<file path="src/rtl/riscv_defines_pkg.sv">
// Shared pipeline constants: datapath widths, load/store size encodings and the
// memory-stage FSM states.
package riscv_defines;

  localparam int WORD_WIDTH = 32;
  localparam int ADDR_WIDTH = 5;

  localparam logic [2:0] LSU_B  = 3'b000;
  localparam logic [2:0] LSU_H  = 3'b001;
  localparam logic [2:0] LSU_W  = 3'b010;
  localparam logic [2:0] LSU_BU = 3'b100;
  localparam logic [2:0] LSU_HU = 3'b101;

  typedef enum logic [1:0] {
    IDLE,
    REQ,
    WAIT_RVALID
  } mem_state_t;

endpackage

</file>
<file path="src/rtl/lsu_align.sv">
// Byte-lane steering for stores and lane extraction/extension for loads; purely
// combinational, no flow control. Store BU/HU encodings steer like B/H.
module lsu_align (
  input  logic [1:0]  addr,
  input  logic [2:0]  funct3,
  input  logic [31:0] store_data,
  input  logic [31:0] rdata,
  output logic [3:0]  be,
  output logic [31:0] wdata,
  output logic [31:0] load_data,
  output logic        misaligned,
  output logic        illegal
);
  import riscv_defines::*;

  logic [31:0] shifted;

  always_comb begin
    be         = 4'b0000;
    wdata      = 32'h0;
    load_data  = rdata;
    misaligned = 1'b0;
    illegal    = 1'b0;
    shifted    = rdata >> {addr, 3'b000};

    case (funct3)
      LSU_B, LSU_BU: begin
        be    = 4'b0001 << addr;
        wdata = {4{store_data[7:0]}};
      end
      LSU_H, LSU_HU: begin
        be         = 4'b0011 << addr;
        wdata      = {2{store_data[15:0]}};
        misaligned = addr[0];
      end
      LSU_W: begin
        be         = 4'b1111;
        wdata      = store_data;
        misaligned = (addr != 2'b00);
      end
      default: illegal = 1'b1;
    endcase

    case (funct3)
      LSU_B:   load_data = {{24{shifted[7]}}, shifted[7:0]};
      LSU_BU:  load_data = {24'h0, shifted[7:0]};
      LSU_H:   load_data = {{16{shifted[15]}}, shifted[15:0]};
      LSU_HU:  load_data = {16'h0, shifted[15:0]};
      default: load_data = rdata;
    endcase
  end

endmodule

</file>
<file path="src/rtl/mem_stage.sv">
// Memory pipeline stage: ALU results pass through in 1 cycle; loads/stores run a
// req/gnt/rvalid access and stall execute (ex_ready_o low) until the response lands.
module mem_stage #(
  parameter int WORD_WIDTH = riscv_defines::WORD_WIDTH,
  parameter int ADDR_WIDTH = riscv_defines::ADDR_WIDTH
) (
  input  logic                  clk_i,
  input  logic                  rst_i,
  input  logic                  ex_valid_i,
  output logic                  ex_ready_o,
  input  logic [WORD_WIDTH-1:0] ex_data_i,
  input  logic [WORD_WIDTH-1:0] ex_store_data_i,
  input  logic [ADDR_WIDTH-1:0] ex_reg_waddr_i,
  input  logic                  ex_reg_we_i,
  input  logic                  ex_load_i,
  input  logic                  ex_store_i,
  input  logic [2:0]            ex_funct3_i,
  output logic                  data_req_o,
  input  logic                  data_gnt_i,
  input  logic                  data_rvalid_i,
  output logic [WORD_WIDTH-1:0] data_addr_o,
  output logic                  data_we_o,
  output logic [3:0]            data_be_o,
  output logic [WORD_WIDTH-1:0] data_wdata_o,
  input  logic [WORD_WIDTH-1:0] data_rdata_i,
  output logic                  wb_valid_o,
  output logic [WORD_WIDTH-1:0] wb_data_o,
  output logic [ADDR_WIDTH-1:0] wb_reg_waddr_o,
  output logic                  wb_reg_we_o,
  output logic                  lsu_err_o
);
  import riscv_defines::*;

  mem_state_t            state, state_d;
  logic                  req_d, we_d, wb_valid_d, wb_we_d, err_d, ls_load, ls_load_d;
  logic [3:0]            be_d;
  logic [WORD_WIDTH-1:0] addr_d, wdata_d, wb_data_d;
  logic [ADDR_WIDTH-1:0] wb_waddr_d, ls_rd, ls_rd_d;
  logic [1:0]            ls_addr_lo, ls_addr_lo_d, al_addr;
  logic [2:0]            ls_funct3, ls_funct3_d, al_funct3;
  logic [3:0]            al_be;
  logic [31:0]           al_wdata, al_load;
  logic                  al_misaligned, al_illegal, accept;

  // One aligner serves both directions: fed by execute while idle (store lanes,
  // checks) and by the latched access while waiting (load extraction).
  assign al_addr   = (state == IDLE) ? ex_data_i[1:0] : ls_addr_lo;
  assign al_funct3 = (state == IDLE) ? ex_funct3_i    : ls_funct3;

  lsu_align u_align (
    .addr       (al_addr),
    .funct3     (al_funct3),
    .store_data (ex_store_data_i),
    .rdata      (data_rdata_i),
    .be         (al_be),
    .wdata      (al_wdata),
    .load_data  (al_load),
    .misaligned (al_misaligned),
    .illegal    (al_illegal)
  );

  assign ex_ready_o = (state == IDLE);
  assign accept     = ex_valid_i && ex_ready_o;

  always_comb begin
    state_d      = state;
    req_d        = data_req_o;
    we_d         = data_we_o;
    be_d         = data_be_o;
    addr_d       = data_addr_o;
    wdata_d      = data_wdata_o;
    wb_valid_d   = 1'b0;
    wb_data_d    = wb_data_o;
    wb_waddr_d   = wb_reg_waddr_o;
    wb_we_d      = 1'b0;
    err_d        = 1'b0;
    ls_load_d    = ls_load;
    ls_rd_d      = ls_rd;
    ls_addr_lo_d = ls_addr_lo;
    ls_funct3_d  = ls_funct3;

    case (state)
      IDLE: begin
        if (accept) begin
          wb_waddr_d = ex_reg_waddr_i;
          if (!ex_load_i && !ex_store_i) begin
            wb_valid_d = 1'b1;
            wb_data_d  = ex_data_i;
            wb_we_d    = ex_reg_we_i && (ex_reg_waddr_i != '0);
          end else if ((ex_load_i && ex_store_i) || al_illegal || al_misaligned) begin
            wb_valid_d = 1'b1;
            wb_data_d  = '0;
            err_d      = 1'b1;
          end else begin
            state_d      = REQ;
            req_d        = 1'b1;
            we_d         = ex_store_i;
            be_d         = al_be;
            addr_d       = {ex_data_i[WORD_WIDTH-1:2], 2'b00};
            wdata_d      = al_wdata;
            ls_load_d    = ex_load_i;
            ls_rd_d      = ex_reg_waddr_i;
            ls_addr_lo_d = ex_data_i[1:0];
            ls_funct3_d  = ex_funct3_i;
          end
        end
      end
      REQ: begin
        if (data_gnt_i) begin
          req_d   = 1'b0;
          state_d = WAIT_RVALID;
        end
      end
      WAIT_RVALID: begin
        if (data_rvalid_i) begin
          state_d    = IDLE;
          wb_valid_d = 1'b1;
          wb_waddr_d = ls_rd;
          wb_data_d  = ls_load ? al_load : '0;
          wb_we_d    = ls_load && (ls_rd != '0);
        end
      end
      default: state_d = IDLE;
    endcase
  end

  always_ff @(posedge clk_i or posedge rst_i) begin
    if (rst_i) begin
      state          <= IDLE;
      data_req_o     <= 1'b0;
      data_we_o      <= 1'b0;
      data_be_o      <= 4'b0000;
      data_addr_o    <= '0;
      data_wdata_o   <= '0;
      wb_valid_o     <= 1'b0;
      wb_data_o      <= '0;
      wb_reg_waddr_o <= '0;
      wb_reg_we_o    <= 1'b0;
      lsu_err_o      <= 1'b0;
      ls_load        <= 1'b0;
      ls_rd          <= '0;
      ls_addr_lo     <= 2'b00;
      ls_funct3      <= 3'b000;
    end else begin
      state          <= state_d;
      data_req_o     <= req_d;
      data_we_o      <= we_d;
      data_be_o      <= be_d;
      data_addr_o    <= addr_d;
      data_wdata_o   <= wdata_d;
      wb_valid_o     <= wb_valid_d;
      wb_data_o      <= wb_data_d;
      wb_reg_waddr_o <= wb_waddr_d;
      wb_reg_we_o    <= wb_we_d;
      lsu_err_o      <= err_d;
      ls_load        <= ls_load_d;
      ls_rd          <= ls_rd_d;
      ls_addr_lo     <= ls_addr_lo_d;
      ls_funct3      <= ls_funct3_d;
    end
  end

endmodule

</file>
<file path="config.mk">
export PLATFORM = sky130hd
export DESIGN_NAME = mem_stage
export DESIGN_NICKNAME = d
export VERILOG_FILES = /design/src/rtl/riscv_defines_pkg.sv /design/src/rtl/lsu_align.sv /design/src/rtl/mem_stage.sv
export SDC_FILE = /design/constraint.sdc
export NUM_CORES = 1
export LEC_CHECK = 0
export BUFFER_PORTS_ARGS = -buffer_cell sky130_fd_sc_hd__buf_2
export CAP_MARGIN = 20
export CORE_ASPECT_RATIO = 0.5
export CORE_MARGIN = 3
export CORE_UTILIZATION = 30
export DETAILED_ROUTE_END_ITERATION = 8
export SLEW_MARGIN = 5
export SYNTH_ARGS = -nofsm -noshare
export SYNTH_HDL_FRONTEND = slang
export SYNTH_SLANG_ARGS = --single-unit
</file>
<file path="constraint.sdc">
create_clock -name clk_i -period 7.25 [get_ports clk_i]
set_input_delay 1.45 -clock clk_i [delete_from_list [all_inputs] [get_ports clk_i]]
set_output_delay 1.45 -clock clk_i [all_outputs]
set_load 0.05 [all_outputs]
</file>
==> qor.yml <==
endpoint_kind: "flip-flop"
cts_sinks: 121
grt_pass1_wl_um: 31000
startpoint_type: "input pin"
criticalPathCategory: "input pin to flip-flop"
cp_top_family: "simple AND/OR/NAND/NOR gates"
worstPathMaxFanout: 34
clock_latency_ps: 410
grt_pass1_vias: 5377
hold_path_class: "flip-flop to flip-flop"
hold_buffers: 0
drv_cap: 0
fin_ws_ps: 3030
worst_pin_slew_ps: 1030
cpMaxStageDelayCell: "and2_1"
slew_headroom_pct: 31.7
synth_area_sq_mm: 0.00605
htreeDepth: 4
grt_max_degree: 81
wire_per_inst_um: 18.4
die_w_um: 207
rsz0062_at_grt: "false"
grt_overflow_total: 0
hpwl_um: 14800
post_cts_resized: 0
pin_count: 223
fin_hold_ws_ps: 470
syn_area_per_cell_sq_um: 10.0
yosysWarnings: 0
synth-async-reset-ratio_pct: 100
drtAntennaViolNets: 0
route.detailed.drc: 0
vdd_drop_max_v: 0.000195
areaGrowthSynthToFinish_pct: 31.0
critPathArrivalTime_ps: 4490
drt-initial-drc-count: 386
report.power.total_w: 0.00448
core_sq_mm: 0.0196
antenna_found_initial: 2
cts_tree: "yes"
post_cts_buffers: 0
clock.fmax_mhz: 237
power_density_mw_per_mm2: 565
post-place-ws_ps: 2580
cts_buffers: 17
syn_inst: 604
drive_above_1_share_pct: 40.1
cpPeakStageDelay_ps: 820
fin_worst_skew_ps: 9.85
synth_edf_count: 0
cts.clk_slew.worst_paths_ps: 60
place_congestion: 0.857
crit_chain: "buf_2 > or3b_1 > and2_1 > or3_4 > a41o_4 > clkinv_2 > o21ai_4 > o211ai_1"
slew_violations: 0
leakage_nw: 3.86
portBuffers: 220
via_count: 5473
hold_violations: 0
dr.pass1.iters: 4
fin_crit_sh_pct: 58.3
wl_um: 20000
final.min_clock_period_ps: 4220
fp.dieH_um: 106
yosys.area.top_type: "dfrtp_1"
cts_root_buf: "clkbuf_16"
critPathRequiredTime_ps: 7520
status: "completed"
yosys_register_bits: 121
start_util_pct: 30.8
nNetsFinal: 921
dpl_cell_area_sq_mm: 0.00734
setup_viol: 0
yosysSeqAreaShare_pct: 50.1
via_per_inst: 5.02
clock_path_buffers: 2
die_area_sq_mm: 0.0220
synth_top_flop_cell: "dfrtp_1"
yosysUniqueCellTypes: 56
synth_top_area_share_pct: 50.1
rows: 36
final_area_sq_mm: 0.00792
finalSetupTns_ps: 0
synth_area_leaders: "dfrtp_1, mux2_2, mux2i_1, nand2_1, o21ai_0"
cp_num_buf_inv: 2
grt_usage_pct: 18.3
==> power breakdown <==
part	total (W)	internal [W]	switching, W
clock	0.000813	0.000481	0.000332
combinational	0.00249	0.000662	0.00183
sequential	0.00117	0.000986	0.000188
total	0.00448	0.00213	0.00235
==> area by class of cell <==
class / instances / area (sq um)
Sequential cell: 121 / 3030
Antenna cell: 2 / 5.00
Clock buffer: 18 / 439
Clock inverter: 14 / 126
Timing Repair Buffer: 228 / 1160
Fill cell: 1982 / 11700
Tap cell: 266 / 333
Inverter: 7 / 32.5
Multi-Input combinational cell: 434 / 2800
==> registers in the layout (all words and copies together) (netlist names) <==
register and count:
data_wdata_o 32, wb_data_o 32, state 2, data_req_o 1
ls_funct3 3, ls_addr_lo 2, data_be_o 4, data_addr_o 30
data_we_o 1, wb_reg_we_o 1, ls_load 1, lsu_err_o 1
wb_valid_o 1, wb_reg_waddr_o 5, ls_rd 5
==> worst paths after layout <==
| check | slack, ps | end | cells past startpoint | from |
|---|---|---|---|---|
| min in group asynchronous | 1170 | data_wdata_o[5]$_DFFE_PP0P_ | 2 | rst_i |
| max in group asynchronous | 4710 | data_be_o[0]$_DFFE_PP0P_ | 3 | rst_i |
| worst min-delay path | 470 | data_be_o[0]$_DFFE_PP0P_ | 1 | data_be_o[0]$_DFFE_PP0P_ |
| worst min register to register | 470 | data_be_o[0]$_DFFE_PP0P_ | 1 | data_be_o[0]$_DFFE_PP0P_ |
| worst max-delay path | 3030 | wb_data_o[30]$_DFFE_PP0P_ | 8 | ex_data_i[0] |
| worst max register to register | 3450 | wb_data_o[30]$_DFFE_PP0P_ | 7 | state[1]$_DFFE_PP0P_ |
==> worst register-to-register path, cell delays in order, from the launching register on <==
cell      delay [ps]
dfrtp_1          510
o21ai_0          380
and2_1           870
or3_4            290
a41o_4           460
clkinv_2         510
o21ai_4          430
o211ai_1         200
==> synthesized netlist by cell type (2+ instances only) <==
cell / n
mux2_2: 44
a21oi_1: 45
nand3_1: 16
nor4b_1: 2
buf_2: 10
nand2_1: 79
nor4_1: 2
o32ai_1: 2
o21ai_1: 2
nand4_1: 2
buf_6: 2
a21boi_0: 2
inv_1: 5
nor3_1: 16
o211ai_1: 8
a31o_2: 2
or4_1: 3
o211ai_2: 10
buf_4: 7
and3_1: 3
mux2i_1: 34
a2111oi_0: 7
clkbuf_1: 22
nand2b_1: 2
o31ai_1: 9
a22oi_1: 8
buf_1: 2
dfrtp_1: 121
a31oi_1: 8
nor2_1: 48
o21ai_0: 56
==> metrics by stage <==
stage                     std cells  utilization, %
after floorplan                 605               -
after global placement         1055            37.4
after detailed placement       1055            37.4
after CTS                      1087            40.3
after global routing           1090            40.3
final                          1090            40.3
==> placed cells by master, fill, tap and decap left out, types with 7 or more instances in the layout <==
cell type,Yosys,routed
buf_2,10,220
dfrtp_1,121,121
nand2_1,79,79
o21ai_0,56,56
nor2_1,48,48
a21oi_1,45,45
mux2_2,44,44
mux2i_1,34,33
clkbuf_16,0,17
nand3_1,16,16
nor3_1,16,15
o211ai_2,10,10
o31ai_1,9,9
a22oi_1,8,8
a31oi_1,8,8
o211ai_1,8,8
buf_4,7,8
a2111oi_0,7,7
==> metal layers <==
metal	vias up	track usage, %	part of all wire, %
li1	2607	-	-
met1	2655	23.9	44
met2	173	30.0	49
met3	38	4.07	4.8
met4	0	6.73	2.7
met5	-	0	0
==> logic make-up after synthesis <==
kind of cell / Yosys count / synth area share, %
buffers and inverters: 50 / 4.06
other: 1 / 0.0620
AO/OA/AOI/OAI: 171 / 18.5
AND/OR/NAND/NOR: 182 / 13.3
multiplexers: 79 / 14.0
flip-flops: 121 / 50.1
Power figures use the tool's default switching activity.
